[src/rtl/otter_mem_arbiter.sv]
// otter_mem_arbiter: shares one fixed-latency memory port between the fetch
// stage and the memory stage. Data wins arbitration (older instruction)
// unless fetch has lost STARVE_MAX consecutive times. Transactions are
// serialised through IDLE -> ISSUE -> WAIT -> RESP, and read data is returned
// in a registered RDATA with a one-cycle VALID pulse.
module otter_mem_arbiter #(
    parameter int LATENCY    = 2,
    parameter int STARVE_MAX = 4
) (
    input  logic        CLK,
    input  logic        RST,
    input  logic        IF_REQ,
    input  logic [31:0] IF_ADDR,
    output logic [31:0] IF_RDATA,
    output logic        IF_VALID,
    output logic        IF_STALL,
    input  logic        D_REQ,
    input  logic        D_WE,
    input  logic [31:0] D_ADDR,
    input  logic [31:0] D_WDATA,
    input  logic [1:0]  D_SIZE,
    output logic [31:0] D_RDATA,
    output logic        D_VALID,
    output logic        D_STALL,
    output logic        MEM_EN,
    output logic        MEM_WE,
    output logic [31:0] MEM_ADDR,
    output logic [31:0] MEM_WDATA,
    output logic [1:0]  MEM_SIZE,
    input  logic [31:0] MEM_RDATA,
    output logic        BUSY
);

    localparam int CNT_W = (LATENCY < 2) ? 1 : $clog2(LATENCY + 1);
    localparam int STV_W = (STARVE_MAX < 2) ? 1 : $clog2(STARVE_MAX + 1);
    localparam logic [CNT_W-1:0] CNT_LOAD = CNT_W'(LATENCY - 1);
    localparam logic [STV_W-1:0] STV_MAX  = STV_W'(STARVE_MAX);

    typedef enum logic [1:0] {
        ST_IDLE  = 2'd0,
        ST_ISSUE = 2'd1,
        ST_WAIT  = 2'd2,
        ST_RESP  = 2'd3
    } state_t;

    typedef enum logic {
        OWN_IF = 1'b0,
        OWN_D  = 1'b1
    } owner_t;

    state_t            state_r,     state_s;
    owner_t            owner_r,     owner_s;
    logic [CNT_W-1:0]  cnt_r,       cnt_s;
    logic [STV_W-1:0]  starve_r,    starve_s;
    logic              mem_en_r,    mem_en_s;
    logic              mem_we_r,    mem_we_s;
    logic [31:0]       mem_addr_r,  mem_addr_s;
    logic [31:0]       mem_wdata_r, mem_wdata_s;
    logic [1:0]        mem_size_r,  mem_size_s;
    logic [31:0]       if_rdata_r,  if_rdata_s;
    logic [31:0]       d_rdata_r,   d_rdata_s;
    logic              if_valid_r,  if_valid_s;
    logic              d_valid_r,   d_valid_s;
    logic              busy_r,      busy_s;
    logic              fetch_win_s;

    // Next-state, arbitration and next-value logic for every register.
    always_comb begin
        state_s     = state_r;
        owner_s     = owner_r;
        cnt_s       = cnt_r;
        starve_s    = starve_r;
        mem_en_s    = 1'b0;
        mem_we_s    = mem_we_r;
        mem_addr_s  = mem_addr_r;
        mem_wdata_s = mem_wdata_r;
        mem_size_s  = mem_size_r;
        if_rdata_s  = if_rdata_r;
        d_rdata_s   = d_rdata_r;
        if_valid_s  = 1'b0;
        d_valid_s   = 1'b0;
        // Fetch only beats a pending data request once it has been starved.
        fetch_win_s = IF_REQ && (!D_REQ || (starve_r == STV_MAX));

        case (state_r)
            ST_IDLE: begin
                if (IF_REQ || D_REQ) begin
                    state_s  = ST_ISSUE;
                    mem_en_s = 1'b1;
                    if (fetch_win_s) begin
                        owner_s    = OWN_IF;
                        mem_addr_s = IF_ADDR;
                        mem_we_s   = 1'b0;
                        mem_size_s = 2'b10;
                        starve_s   = {STV_W{1'b0}};
                    end else begin
                        owner_s     = OWN_D;
                        mem_addr_s  = D_ADDR;
                        mem_wdata_s = D_WDATA;
                        mem_we_s    = D_WE;
                        mem_size_s  = D_SIZE;
                        if (IF_REQ && (starve_r != STV_MAX)) begin
                            starve_s = starve_r + STV_W'(1);
                        end else begin
                            starve_s = starve_r;
                        end
                    end
                end else begin
                    state_s = ST_IDLE;
                end
            end
            ST_ISSUE: begin
                cnt_s   = CNT_LOAD;
                state_s = ST_WAIT;
            end
            ST_WAIT: begin
                if (cnt_r == {CNT_W{1'b0}}) begin
                    state_s = ST_RESP;
                    if (owner_r == OWN_IF) begin
                        if_rdata_s = MEM_RDATA;
                        if_valid_s = 1'b1;
                    end else begin
                        d_valid_s = 1'b1;
                        // Stores leave the previous load data in place.
                        if (!mem_we_r) begin
                            d_rdata_s = MEM_RDATA;
                        end else begin
                            d_rdata_s = d_rdata_r;
                        end
                    end
                end else begin
                    cnt_s = cnt_r - CNT_W'(1);
                end
            end
            ST_RESP: begin
                // Requester still shows REQ here; do not re-grant it.
                state_s = ST_IDLE;
            end
            default: begin
                state_s = ST_IDLE;
            end
        endcase

        busy_s = (state_s != ST_IDLE);
    end

    // State and datapath registers; reset abandons any in-flight access.
    always_ff @(posedge CLK or negedge RST) begin
        if (!RST) begin
            state_r     <= ST_IDLE;
            owner_r     <= OWN_IF;
            cnt_r       <= {CNT_W{1'b0}};
            starve_r    <= {STV_W{1'b0}};
            mem_en_r    <= 1'b0;
            mem_we_r    <= 1'b0;
            mem_addr_r  <= 32'h0000_0000;
            mem_wdata_r <= 32'h0000_0000;
            mem_size_r  <= 2'b00;
            if_rdata_r  <= 32'h0000_0000;
            d_rdata_r   <= 32'h0000_0000;
            if_valid_r  <= 1'b0;
            d_valid_r   <= 1'b0;
            busy_r      <= 1'b0;
        end else begin
            state_r     <= state_s;
            owner_r     <= owner_s;
            cnt_r       <= cnt_s;
            starve_r    <= starve_s;
            mem_en_r    <= mem_en_s;
            mem_we_r    <= mem_we_s;
            mem_addr_r  <= mem_addr_s;
            mem_wdata_r <= mem_wdata_s;
            mem_size_r  <= mem_size_s;
            if_rdata_r  <= if_rdata_s;
            d_rdata_r   <= d_rdata_s;
            if_valid_r  <= if_valid_s;
            d_valid_r   <= d_valid_s;
            busy_r      <= busy_s;
        end
    end

    assign IF_RDATA  = if_rdata_r;
    assign IF_VALID  = if_valid_r;
    assign IF_STALL  = IF_REQ & ~if_valid_r;
    assign D_RDATA   = d_rdata_r;
    assign D_VALID   = d_valid_r;
    assign D_STALL   = D_REQ & ~d_valid_r;
    assign MEM_EN    = mem_en_r;
    assign MEM_WE    = mem_we_r;
    assign MEM_ADDR  = mem_addr_r;
    assign MEM_WDATA = mem_wdata_r;
    assign MEM_SIZE  = mem_size_r;
    assign BUSY      = busy_r;

endmodule

[config.mk]
export PLATFORM = sky130hd
export DESIGN_NAME = otter_mem_arbiter
export DESIGN_NICKNAME = d
export VERILOG_FILES = /design/src/rtl/otter_mem_arbiter.sv
export SDC_FILE = /design/constraint.sdc
export NUM_CORES = 1
export LEC_CHECK = 0
export BUFFER_PORTS_ARGS = -buffer_cell sky130_fd_sc_hd__buf_2
export CORE_MARGIN = 5
export CORE_UTILIZATION = 47
export DETAILED_ROUTE_END_ITERATION = 6
export PLACE_DENSITY = 0.8
export SYNTH_ARGS = -nofsm -noshare
export SYNTH_HDL_FRONTEND = slang
export SYNTH_SLANG_ARGS = --single-unit
[constraint.sdc]
create_clock -name CLK -period 2.05 [get_ports CLK]
set_input_delay 0.41 -clock CLK [delete_from_list [all_inputs] [get_ports CLK]]
set_output_delay 0.41 -clock CLK [all_outputs]
set_load 0.05 [all_outputs]
==> metrics <==
Rows=41; CTS tree=built; skew final=0.00848 ns; Cell Area, Synth=0.00604 mm²; die area=0.0152 mm²; Routed WL per cell=17.4 µm; sequential-to-total area share from yosys stat=59.3%; layout cells sized above 1=60.0%; dpl hpwl=11.7 mm; clk slew on worst S/H paths=0.06 ns; initial antenna violation count=0; Setup crit start kind=flop; Crit Path Max Fanout=29; Tightest Hold Check Type=in -> reg; Slew Viols, Final=0; Worst slew margin=63.2%; Seq cells post-synth=143; Routability Congestion=0.873; drt drc=0; num ports=272; starting density of the core=47.8%; Mapped Avg Cell Area=13.3 µm²; FMAX=0.579 GHz; core area=0.0126 mm²; GR Util All Layers=20.9%; Hold Vio Cnt, Final=0; final setup TNS=0 ns; largest net degree at the start of global routing=71; Period Utilization, post-route=84.2%; CTS root buffer=clkbuf_16; first-pass GRT wire length=24.6 mm; crit path time final=1.73 ns; detailed-route via count=4635; Synth Instances=453; Crit Path Category=reg -> reg; max_cap viols=0; Die Width=123 µm; Final Setup Violations=0; DR pass1 iterations=6; Worst EP required=2.37 ns; clock sink count=143; CP Capture Type=flop; Longest Clk Path Bufs=2; Routed Antenna Nets=0; Yosys cell types=33; port buffer count=271; total wire length=15.8 mm; worst-margin pin slew=0.552 ns; gr ovfl total=0; htree depth=4; syn_nets=595; Vias/cell=5.09; number of synthesis warnings=0; 1st-iter DRT viols=271; RSZ-0062 raised after global routing=no; P&R area growth vs syn=36.3%; clk_lat worst skew=0.41 ns; post-cts resize count=0; total CTS buffers=17; vias in the first global route=4913; Die H=123 µm; status=completed; Crit path arrival time=2.04 ns; Nets=867
[logic make-up (layout without fill, tap and decap cells)]
group                    count (synthesis)  after routing  share of synthesized area (%)
buffers and inverters                   40            324                           3.86
adder cells (fa/ha/maj)                  7              7                           1.45
multiplexers                            97             97                           18.1
AO/OA/AOI/OAI                           49             49                           8.27
other                                    0              1                              0
AND/OR/NAND/NOR                        117            117                           9.04
flip-flops                             143            143                           59.3
[state kept, by name, indices dropped and copies added (netlist names), 2 cells and up]
name,cells
cnt_r,2
state_r,2
starve_r,3
IF_RDATA,32
MEM_WDATA,32
MEM_ADDR,32
MEM_SIZE,2
D_RDATA,32
[area by class of cell]
class	instances	area, µm²
Antenna cell	1	2.50
Clock buffer	18	439
Clock inverter	13	188
Fill cell	976	4390
Inverter	7	26.3
Multi-Input combinational cell	270	2240
Sequential cell	143	3580
Tap cell	172	215
Timing Repair Buffer	286	1540
[critical path: stages (launching register included)]
cell	delay, ns
dfrtp_1	0.39
inv_1	0.10
ha_1	0.18
buf_4	0.19
o21ai_2	0.10
clkinv_1	0.08
buf_4	0.29
nand2_1	0.10
o211ai_1	0.18
[placed cells by master, fill, tap and decap left out, types with 2 or more instances in the layout]
master        n
buf_12        5
buf_2       270
buf_4         9
bufinv_16     4
clkbuf_16    17
clkinv_2      2
clkinv_4      3
clkinvlp_4    3
dfrtp_1     143
ha_1          7
inv_1         6
mux2_1        5
mux2_2       92
nand2_1      74
nand4_1      32
nor2b_1       3
o211ai_1      4
o211ai_2     28
o21ai_0       7
o21ai_1       2
[synthesized netlist by cell type (all sizes together)]
library cell	count	area share, %
o2bb2ai	1	0.15
a21oi	1	0.083
clkinv	1	0.062
a21bo	1	0.17
and2	1	0.15
inv	6	0.37
nor2	2	0.17
ha	7	1.5
or2	1	0.10
dfrtp	143	59
o211ai	32	6.3
a22o	1	0.15
nand2b	2	0.21
a31oi	1	0.35
nand3	1	0.083
clkbuf	13	0.83
buf	20	2.6
nand2	74	4.6
mux2	97	18
nand4	32	3.3
o21ai	10	0.83
nor2b	3	0.31
o21bai	1	0.12
a21o	1	0.12
and3	1	0.10
[layer usage]
layer / share of wire [%] / vias to the layer above / GRT usage (%) / wire length [µm]
li1: - / 2156 / - / -
met1: 38 / 2269 / 24.1 / 5980
met2: 53 / 189 / 37.3 / 8370
met3: 7.5 / 21 / 5.44 / 1190
met4: 1.7 / 0 / 8.03 / 270
met5: 0 / - / 0 / 0
[per-stage QoR]
stage          std cells  setup slack, ns  utilization, %  hold WS, ns  instance area, µm²
5_1_grt              909            0.161            65.2        0.211                8220
3_3_place_gp         877            0.369            60.1        0.298                7590
4_1_cts              909            0.310            65.2        0.200                8220
3_5_place_dp         877            0.311            60.1        0.304                7590
6_report             910            0.324            65.2        0.219                8230
2_1_floorplan        453           0.0392               -        0.114                6040
[final timing paths]
kind	end	startpoint	depth (start not counted)	slack, ns
worst min-delay path	MEM_WDATA[31]	D_WDATA[31]	2	0.22
max in group asynchronous	IF_RDATA[26]	RST	3	0.96
worst min register to register	MEM_WDATA[31]	MEM_WDATA[31]	1	0.48
worst max register to register	MEM_ADDR[3]	state_r[0]	8	0.32
worst max-delay path	MEM_ADDR[3]	state_r[0]	8	0.32
min in group asynchronous	IF_RDATA[19]	RST	2	0.44
[timing repair]
item,in CTS,in global routing
buffers inserted,0,0
endpoints found under the hold margin,27,0
hold buffers,1,0
Power is not shown: default switching activity piles up to over one toggle a cycle in this logic, so the estimate is an artifact.
